[src/rtl/fft_seq_ctrl_pkg.sv]
// fft_seq_ctrl shared types.
// Frame lifecycle states and configuration helpers.
package fft_seq_ctrl_pkg;

  localparam int unsigned MIN_FFT_SIZE = 8;

  typedef enum logic [2:0] {
    S_IDLE,
    S_LOAD,
    S_ISSUE,
    S_WAIT,
    S_DRAIN
  } state_t;

  function automatic logic is_pow2(input int unsigned v);
    return (v != 0) && ((v & (v - 1)) == 0);
  endfunction

endpackage

[src/rtl/fft_seq_ctrl_bfly_agu.sv]
// Butterfly address generator: (stage, j) -> operand pair and twiddle.
// Purely combinational, in-place radix-2 DIT addressing.
module fft_seq_ctrl_bfly_agu #(
  parameter int unsigned ADDR_W  = 3,
  parameter int unsigned STAGE_W = 2
) (
  input  logic [STAGE_W-1:0] stage,
  input  logic [ADDR_W-2:0]  j,
  output logic [ADDR_W-1:0]  a,
  output logic [ADDR_W-1:0]  b,
  output logic [ADDR_W-2:0]  tw
);

  localparam int unsigned TW_W = ADDR_W - 1;

  logic [ADDR_W-1:0] jx;
  logic [ADDR_W-1:0] half;
  logic [ADDR_W-1:0] pos;
  logic [ADDR_W-1:0] grp;

  always_comb begin
    jx   = {1'b0, j};
    half = ADDR_W'(1) << stage;
    pos  = jx & (half - ADDR_W'(1));
    grp  = (jx >> stage) << (int'(stage) + 1);
    a    = grp | pos;
    b    = a + half;
    tw   = TW_W'(pos << (TW_W - int'(stage)));
  end

endmodule

[src/rtl/fft_seq_ctrl.sv]
// FFT frame sequencer: bit-reversed load, staged butterfly issue
// with a writeback barrier per stage, natural-order drain.
module fft_seq_ctrl
  import fft_seq_ctrl_pkg::*;
#(
  parameter int unsigned FFT_SIZE     = 4096,
  parameter int unsigned BFLY_LATENCY = 6,
  localparam int unsigned ADDR_W  = $clog2(FFT_SIZE),
  localparam int unsigned STAGE_W = $clog2($clog2(FFT_SIZE))
) (
  input  logic               clk,
  input  logic               reset,
  input  logic               fft_go,
  output logic               fft_busy,
  input  logic               s_axis_tvalid,
  output logic               s_axis_tready,
  input  logic               s_axis_tlast,
  output logic               ld_we,
  output logic [ADDR_W-1:0]  ld_addr,
  output logic               bf_valid,
  output logic [ADDR_W-1:0]  bf_addr_a,
  output logic [ADDR_W-1:0]  bf_addr_b,
  output logic [ADDR_W-2:0]  tw_addr,
  output logic [STAGE_W-1:0] bf_stage,
  input  logic               wb_valid,
  output logic               rd_en,
  output logic [ADDR_W-1:0]  rd_addr,
  output logic               m_axis_tvalid,
  input  logic               m_axis_tready,
  output logic               m_axis_tlast,
  output logic               frame_err
);

  localparam int unsigned TW_W  = ADDR_W - 1;
  localparam int unsigned CNT_W = ADDR_W + 1;
  localparam logic [ADDR_W-1:0]  LD_LAST = ADDR_W'(FFT_SIZE - 1);
  localparam logic [TW_W-1:0]    J_LAST  = TW_W'(FFT_SIZE / 2 - 1);
  localparam logic [STAGE_W-1:0] S_LAST  = STAGE_W'(ADDR_W - 1);
  localparam logic [CNT_W-1:0]   RD_N    = CNT_W'(FFT_SIZE);
  localparam logic [CNT_W-1:0]   RD_LAST = CNT_W'(FFT_SIZE - 1);

  if (!is_pow2(FFT_SIZE) || FFT_SIZE < MIN_FFT_SIZE ||
      BFLY_LATENCY == 0) begin : g_bad_cfg
    $error("fft_seq_ctrl: unsupported FFT_SIZE or BFLY_LATENCY");
  end

  state_t             state;
  logic [ADDR_W-1:0]  cnt;
  logic [STAGE_W-1:0] stage;
  logic [TW_W-1:0]    j;
  logic [TW_W-1:0]    wb_cnt;
  logic [CNT_W-1:0]   rd_cnt;
  logic [ADDR_W-1:0]  agu_a;
  logic [ADDR_W-1:0]  agu_b;
  logic [TW_W-1:0]    agu_tw;
  logic               ld_last;

  fft_seq_ctrl_bfly_agu #(
    .ADDR_W  (ADDR_W),
    .STAGE_W (STAGE_W)
  ) u_agu (
    .stage (stage),
    .j     (j),
    .a     (agu_a),
    .b     (agu_b),
    .tw    (agu_tw)
  );

  assign fft_busy      = state != S_IDLE;
  assign s_axis_tready = state == S_LOAD;
  assign ld_we         = s_axis_tvalid & s_axis_tready;
  assign ld_last       = cnt == LD_LAST;
  assign rd_addr       = rd_cnt[ADDR_W-1:0];
  assign rd_en         = (state == S_DRAIN) &
                         (!m_axis_tvalid | m_axis_tready) &
                         (rd_cnt < RD_N);

  for (genvar i = 0; i < ADDR_W; i++) begin : g_rev
    assign ld_addr[i] = cnt[ADDR_W-1-i];
  end

  always_ff @(posedge clk or posedge reset) begin
    if (reset) begin
      state         <= S_IDLE;
      cnt           <= '0;
      stage         <= '0;
      j             <= '0;
      wb_cnt        <= '0;
      rd_cnt        <= '0;
      bf_valid      <= 1'b0;
      bf_addr_a     <= '0;
      bf_addr_b     <= '0;
      tw_addr       <= '0;
      bf_stage      <= '0;
      m_axis_tvalid <= 1'b0;
      m_axis_tlast  <= 1'b0;
      frame_err     <= 1'b0;
    end else begin
      bf_valid <= 1'b0;
      unique case (state)
        S_IDLE: begin
          if (fft_go) begin
            state     <= S_LOAD;
            cnt       <= '0;
            frame_err <= 1'b0;
          end
        end
        S_LOAD: begin
          if (ld_we) begin
            // length is fixed at N; tlast only flags a framing error
            if (s_axis_tlast != ld_last) frame_err <= 1'b1;
            cnt <= cnt + ADDR_W'(1);
            if (ld_last) begin
              state  <= S_ISSUE;
              stage  <= '0;
              j      <= '0;
              wb_cnt <= '0;
            end
          end
        end
        S_ISSUE: begin
          bf_valid  <= 1'b1;
          bf_addr_a <= agu_a;
          bf_addr_b <= agu_b;
          tw_addr   <= agu_tw;
          bf_stage  <= stage;
          j         <= j + TW_W'(1);
          if (j == J_LAST) state <= S_WAIT;
          if (wb_valid) wb_cnt <= wb_cnt + TW_W'(1);
        end
        S_WAIT: begin
          // next stage reads what this one writes: wait for every writeback
          if (wb_valid) begin
            if (wb_cnt == J_LAST) begin
              wb_cnt <= '0;
              j      <= '0;
              if (stage == S_LAST) begin
                state  <= S_DRAIN;
                rd_cnt <= '0;
              end else begin
                state <= S_ISSUE;
                stage <= stage + STAGE_W'(1);
              end
            end else begin
              wb_cnt <= wb_cnt + TW_W'(1);
            end
          end
        end
        S_DRAIN: begin
          if (rd_en) begin
            m_axis_tvalid <= 1'b1;
            m_axis_tlast  <= rd_cnt == RD_LAST;
            rd_cnt        <= rd_cnt + CNT_W'(1);
          end else if (m_axis_tready) begin
            m_axis_tvalid <= 1'b0;
          end
          if (m_axis_tvalid && m_axis_tready && m_axis_tlast) begin
            state         <= S_IDLE;
            m_axis_tvalid <= 1'b0;
            m_axis_tlast  <= 1'b0;
          end
        end
        default: state <= S_IDLE;
      endcase
    end
  end

endmodule

[config.mk]
export PLATFORM = sky130hd
export DESIGN_NAME = fft_seq_ctrl
export DESIGN_NICKNAME = d
export VERILOG_FILES = /design/src/rtl/fft_seq_ctrl_pkg.sv /design/src/rtl/fft_seq_ctrl_bfly_agu.sv /design/src/rtl/fft_seq_ctrl.sv
export SDC_FILE = /design/constraint.sdc
export NUM_CORES = 1
export LEC_CHECK = 0
export ABC_AREA = 1
export CAP_MARGIN = 20
export CORE_UTILIZATION = 46
export CTS_BUF_LIST = sky130_fd_sc_hd__clkbuf_16
export CTS_CLUSTER_DIAMETER = 80
export CTS_CLUSTER_SIZE = 24
export DETAILED_ROUTE_END_ITERATION = 6
export GPL_ROUTABILITY_DRIVEN = 0
export GPL_TIMING_DRIVEN = 0
export HOLD_SLACK_MARGIN = 0.06
export PLACE_DENSITY = 0.68
export SYNTH_ARGS = -nofsm -noshare
export SYNTH_HDL_FRONTEND = slang
export SYNTH_SLANG_ARGS = --single-unit
[constraint.sdc]
create_clock -name clk -period 4.23 [get_ports clk]
set_input_delay 0.846 -clock clk [delete_from_list [all_inputs] [get_ports clk]]
set_output_delay 0.846 -clock clk [all_outputs]
set_load 0.01 [all_outputs]
==> impl_metrics.tcl, run 1 <==
set metrics [dict create \
    grt_pass1_vias 6075 \
    seq_area_um2 2427 \
    drt-pass1-iter-count 5 \
    powerDensity_nw_per_um2 641.2 \
    min_period_ns 3.825 \
    post-place-ws_ns -0.3570 \
    clk_pin_slew_ns 0.07 \
    finalClockSkew_ns 0.007813 \
    antenna_found_initial 0 \
    syn_inst 924 \
    final.setup.tns_ns 0 \
    slew_headroom 0.5693 \
    end_kind "flop" \
    antenna_cells 0 \
    port_buffers 77 \
    htree_levels 3 \
    num_rows 43 \
    setup_viol 0 \
    syn_nets 958 \
    avgRoutedWirePerCell_um 15.32 \
    layout-drive-gt1-share 0.1117 \
    cts_buffers 9 \
    cp_max_fo 8 \
    required_ns 4.48 \
    multiInputGateArea_um2 3687 \
    outcome "finished clean" \
    cts.path.max_buffers 2 \
    crit_type "flop to flop" \
    synth_edf_count 0 \
    cap_violations 0 \
    fin_crit_sh 0.9043 \
    syn2layout_area_growth_pct 19.64 \
    fin_util 0.5732 \
    max_clock_freq_mhz 261.4 \
    synthDistinctLibCells 61 \
    ys.flop_type "dfrtp_1" \
    dp_hpwl_mm 13.95 \
    route.detailed.drc 0 \
    worst_pin_slew_ns 0.6437 \
    io_pins 78 \
    ys_seq_area_frac 0.3581 \
    n_fill_cell 1372 \
    hold_buffers 0 \
    ir_drop_uv 431.2 \
    start_kind "flop" \
    dr_total_vias 6419 \
    syn_area_per_cell_um2 7.337 \
    holdWs_ns 0.4816 \
    setup_ws_ns 0.4046 \
    cts-root-buf "clkbuf_16" \
    rsz0062_at_grt "false" \
    ys_ff_latch 97 \
    timing.final.hold_violations 0 \
    start_util 0.4791 \
    yosys_warnings 0 \
    report.power.total_uw 5200 \
    critPathArrivalTime_ns 4.07 \
    grt_max_degree 65 \
    hp-class "flop to flop" \
    core_um2 14150 \
    initialDrtViolationCount 530 \
    die_w_um 123.4 \
    postSynth.asyncResetShare 1.000 \
    dieHeight_um 123.4 \
    final_common_cell "nand2_1" \
    vias_per_cell 5.385 \
    synth_area_um2 6779 \
    worstSkewPairLatency_ns 0.36 \
    slew_viol_final 0 \
    nNetsFinal 1042 \
    dieArea_um2 15230 \
    grt_overflow 0 \
    cts_tree "done" \
    p_leak_uw 0.003890 \
    clock-sinks 97 \
    track_usage 0.2608 \
    final_cell_mix "nand2_1, inv_1, dfrtp_1" \
    grt_pass1_wl_mm 30.57 \
    ant_nets 0 \
    drt-total-wl_mm 18.26 \
]
## critical path, cell delays in order, from the launching register on
cell and delay (ns):
dfrtp_1 0.42, buf_4 0.21, nor2_1 0.38, nand3_1 0.19, nand3_2 0.15, nand2_1 0.06, nand2_1 0.08, inv_1 0.07
o21ai_1 0.19, nand3_1 0.13, o22ai_1 0.35, ha_1 0.38, a21oi_1 0.18, inv_1 0.07, a31oi_1 0.19, inv_1 0.11
nand3_2 0.09, nand2_1 0.05, nand2_1 0.05, nand2_1 0.06, or2_1 0.20, nand3_1 0.06, nand2_1 0.05
## routing by layer
metal | vias up | GRT usage | wire length (µm)
li1 | 3229 | - | -
met1 | 2945 | 0.3838 | 8861
met2 | 206 | 0.3659 | 7527
met3 | 39 | 0.06365 | 1290
met4 | 0 | 0.09714 | 583
met5 | - | 0 | 0
## sequential cells by signal, indices dropped and copies added, names as in the netlist
register,cells
m_axis_tlast,1
stage,4
bf_valid,1
tw_addr,11
bf_addr_a,12
rd_cnt,13
bf_stage,4
wb_cnt,11
cnt,12
bf_addr_b,12
j,11
m_axis_tvalid,1
state,3
frame_err,1
## stage by stage
| stage | cell area (µm²) | std cells |
|---|---|---|
| 6_report | 8110 | 1192 |
| 5_1_grt | 8110 | 1192 |
| 4_1_cts | 8109 | 1194 |
| 3_5_place_dp | 7805 | 1182 |
| 3_3_place_gp | 7775 | 1181 |
| 2_1_floorplan | 6779 | 924 |
## where the power goes
part / internal, µW / switching [µW] / leakage [µW] / total (µW)
Sequential: 1130 / 172 / 0.00129 / 1300
Clock: 518 / 368 / 0.000154 / 886
Combinational: 1090 / 1920 / 0.00245 / 3010
## synth_stat cells, types with 6 or more instances
cell | number | share of area
inv_1 | 100 | 0.055
nand3_2 | 6 | 0.0089
xor2_1 | 6 | 0.0078
nor2_1 | 70 | 0.039
o22ai_1 | 12 | 0.011
nand3_1 | 78 | 0.058
a31oi_1 | 11 | 0.010
nor3_1 | 24 | 0.018
buf_4 | 16 | 0.018
ha_1 | 26 | 0.048
a21oi_1 | 38 | 0.028
nand2_2 | 11 | 0.010
o211ai_1 | 6 | 0.0066
nor2_4 | 6 | 0.010
nor2_2 | 9 | 0.0083
o21ai_1 | 11 | 0.0081
o21ai_0 | 67 | 0.049
inv_2 | 16 | 0.0089
nand2_1 | 212 | 0.12
dfrtp_1 | 97 | 0.36
nand4_1 | 9 | 0.0083
clkbuf_1 | 14 | 0.0078
## repair_timing
item / 4_1_cts / 5_1_grt
pin swaps: 0 / 0
gates resized for setup: 1 / 6
setup buffers: 0 / 0
endpoints found under the setup margin: 7 / 7
## cell families (layout without fill, tap and decap cells)
logic type                 count (synthesis)  in the layout  synth area share
and+or+nand+nor                          451            451            0.3158
buffers and inverters                    157            245           0.09930
DFF                                       97             97            0.3581
adders and majority gates                 27             27           0.05094
xor gates and xnor gates                  11             11           0.01532
AOI/OAI and AO/OA                        177            177            0.1547
muxes                                      4              4          0.005906
## path summary, 6_finish.rpt
check,endpoint,slack [ns],cells past startpoint,startpoint
min reg2reg,bf_addr_a[7]$_DFFE_PP0P_,0.48,2,bf_addr_a[7]$_DFFE_PP0P_
max reg2reg,bf_addr_b[6]$_DFFE_PP0P_,0.40,22,stage[2]$_DFFE_PP0P_
max,bf_addr_b[6]$_DFFE_PP0P_,0.40,22,stage[2]$_DFFE_PP0P_
min in group asynchronous,bf_addr_a[3]$_DFFE_PP0P_,0.86,2,reset
max in group asynchronous,j[6]$_DFFE_PP0P_,2.71,3,reset
min,bf_addr_a[7]$_DFFE_PP0P_,0.48,2,bf_addr_a[7]$_DFFE_PP0P_
## final cells by class
| class | count | area share |
|---|---|---|
| Clock inverter | 6 | 0.01111 |
| Buffer | 33 | 0.02515 |
| Clock buffer | 9 | 0.02777 |
| Tap cell | 180 | 0.02777 |
| Sequential cell | 97 | 0.2993 |
| Timing Repair Buffer | 78 | 0.09843 |
| Inverter | 119 | 0.05585 |
| Multi-Input combinational cell | 670 | 0.4546 |
Power figures use the tool's default switching activity.
==> run 2: changes to the inputs <==
Settings changed: HOLD_SLACK_MARGIN 0.06 to default, PLACE_DENSITY 0.68 to 0.67, SYNTH_HIERARCHICAL from default to 1.
==> run 2 against run 1 <==
Compared with the run above:
- core utilization is 1.9 points lower
- worst setup slack better by 0.041 ns
- largest power group unchanged
- routed wire length up 12%
- first-iteration DRC count rose by 12%
- sequential share of layout area shrank 3.4 points
- the flow now finishes with violations (design-rule violations)
- power up 2.9%
- critical path type unchanged
==> impl_metrics.tcl, run 2 <==
set metrics [dict create \
    io_pins 78 \
    initialDrtViolationCount 591 \
    fin_util 0.5539 \
    syn_inst 1149 \
    clock-sinks 97 \
    synthDistinctLibCells 47 \
    synthTopCellsByArea "dfrtp_1, nand2_1, nand3_1, inv_1, ha_1" \
    min_path_cells 2 \
    max_clock_freq_mhz 264.2 \
    ys_ff_latch 97 \
    syn2layout_area_growth_pct 17.64 \
    cts_setup_buffers 0 \
    syn_area_per_cell_um2 6.772 \
    reg2reg_from "stage[1]$_DFFE_PP0P_" \
    dr_total_vias 7643 \
    fin_area_um2 9154 \
    path_common_cell "nand2_1" \
    final_cell_mix "nand2_1, inv_1, dfrtp_1" \
    largest_register_ffs 13 \
    nNetsFinal 1268 \
    ir_drop_uv 322.9 \
    post-place-ws_ns 0.08431 \
    final_common_cell "nand2_1" \
    dieHeight_um 132.1 \
    outcome "complete, but fails checks" \
    dp_hpwl_mm 15.85 \
    synth_most_common_cell "nand2_1" \
    critPathArrivalTime_ns 4.07 \
    track_usage 0.2451 \
    cts_buffers 9 \
    hold_buffers 0 \
    startpoint "stage[1]$_DFFE_PP0P_" \
    rr_worst_depth 23 \
    max_stage_delay_ns 0.53 \
    ys.flop_type "dfrtp_1" \
    critPathSlowestCell "dfrtp_1" \
    synth.largest_area_cell "dfrtp_1" \
    crit_type "flop to flop" \
    setup_viol 0 \
    end_kind "flop" \
    htree_levels 3 \
    seq_area_um2 2427 \
    antenna_found_initial 0 \
    yosys_warnings 6 \
    cts-root-buf "clkbuf_16" \
    dieArea_um2 17440 \
    slew_viol_final 0 \
    place_inst 1447 \
    finalNonFillerCells 1460 \
    ant_nets 0 \
    worstSkewPairLatency_ns 0.35 \
    rsz0062_at_grt "false" \
    drt-pass1-iter-count 7 \
    r2r_slack_ns 0.45 \
    yosysTopAreaCellShare 0.3119 \
    report.power.total_uw 5352 \
    grt_max_degree 67 \
    synth_edf_count 0 \
    required_ns 4.52 \
    timing.final.hold_violations 0 \
    start_util 0.4709 \
    setup_ws_ns 0.4457 \
    placedInstanceArea_um2 8857 \
    min_period_ns 3.784 \
    crit_chain "inv_2 > buf_4 > ha_1 > inv_1 > nor2_1 > inv_1 > ha_1 > nand4_1 > nor2_1 > nand3_1 > xor2_1 > inv_1 > nand2_1 > nand2_1 > ha_1 > inv_1 > nor3_1 > nand3_1 > nand3_1 > nand2_1 > nand2_1 > nand2_1 > nand2_1" \
    avgRoutedWirePerCell_um 14.02 \
    slew_headroom 0.5633 \
    cts_tree "done" \
    worst_pin_slew_ns 0.6550 \
    port_buffers 77 \
    ys_seq_area_frac 0.3119 \
    powerDensity_nw_per_um2 584.7 \
    fin_crit_sh 0.8946 \
    synth_commonest_cells "nand2_1, inv_1, dfrtp_1, nand3_1, nor2_1" \
    violations "design-rule violations" \
    route.detailed.drc 2 \
    cts.path.max_buffers 2 \
    grt_overflow 0 \
    grt_pass1_vias 7049 \
    p_leak_uw 0.004619 \
    n_fill_cell 1630 \
    layout-drive-gt1-share 0.1177 \
    cap_violations 0 \
    reg2reg_to "bf_addr_b[11]$_DFFE_PP0P_" \
    syn_nets 1182 \
    drt-total-wl_mm 20.48 \
    hp-start "bf_addr_a[6]$_DFFE_PP0P_" \
    synth_area_um2 7781 \
    multiInputGateArea_um2 4569 \
    top_register "rd_cnt" \
    die_w_um 132.1 \
    min_to "bf_addr_a[6]$_DFFE_PP0P_" \
    vias_per_cell 5.235 \
    core_um2 16520 \
    clk_pin_slew_ns 0.07 \
    hp-class "flop to flop" \
    grt_pass1_wl_mm 34.85 \
    antenna_cells 0 \
    num_rows 47 \
    start_kind "flop" \
    cp_max_fo 20 \
    finalClockSkew_ns 0.01183 \
    postSynth.asyncResetShare 1.000 \
    cts-resized-gates 0 \
]
[run 2: cell count changes after synthesis, moves of 12 or more]
cell / change
a21oi_1: -20
xor2_1: +13
nand4_1: +21
nand3_2: +21
nor3_1: -12
nand3_1: +15
inv_1: +14
nand2_1: +184
o21ai_1: +19
[run 2: cell type report]
cell class / count / share of cell area
plain buffers: 44 / 0.03335
clock buffers: 9 / 0.02460
clock inverters: 7 / 0.007518
inverters: 127 / 0.05290
multi-input cells: 878 / 0.4992
flip-flops and latches: 97 / 0.2652
well taps: 220 / 0.03007
repair buffers: 78 / 0.08721
[run 2: per-layer routing]
layer	global-route usage	up-vias	wire [µm]
met1	0.3271	3528	9392
met4	0.08010	0	412
met3	0.03768	27	1097
met5	0	-	0
met2	0.4062	218	9572
li1	-	3870	-
[run 2: worst max path at each step]
stage,cells after the start,slack [ns],end
final,23,0.45,bf_addr_b[11]$_DFFE_PP0P_
after global routing,20,0.12,bf_addr_b[11]$_DFFE_PP0P_
after CTS,22,0.04,bf_addr_b[10]$_DFFE_PP0P_
after detailed placement,22,0.08,bf_addr_b[10]$_DFFE_PP0P_
after global placement,2,-0.71,bf_addr_a[9]$_DFFE_PP0P_
after floorplan,23,0.80,bf_addr_b[10]$_DFFE_PP0P_
[run 2: critical path, delay by kind of cell, from the launching register on]
family / cells / cell delay (ns)
XOR/XNOR: 1 / 0.20
adder cells (fa/ha/maj): 3 / 0.83
buffers and inverters: 6 / 0.76
flip-flops: 1 / 0.53
AND/OR/NAND/NOR: 13 / 1.40
[run 2: stage by stage]
stage	setup TNS (ns)	hold WS (ns)
floorplan	0	0.4530
global placement	-67.11	0.4633
detailed placement	0	0.4651
CTS	0	0.4832
global route	0	0.4959
finish	0	0.4774
[run 2: cell families after synthesis]
kind of cell / after synthesis / synth area share
AO/OA/AOI/OAI: 133 / 0.09407
XOR/XNOR: 25 / 0.03055
adder cells (fa/ha/maj): 26 / 0.04277
buffers and inverters: 174 / 0.1023
flip-flops: 97 / 0.3119
AND/OR/NAND/NOR: 694 / 0.4184
[run 2: power by group]
| part | total, µW | leakage (µW) | internal, µW | switching [µW] |
|---|---|---|---|---|
| clock network | 827 | 0.000145 | 458 | 369 |
| logic | 3160 | 0.00320 | 1150 | 2010 |
| registers | 1360 | 0.00128 | 1130 | 236 |
| total | 5350 | 0.00462 | 2740 | 2610 |
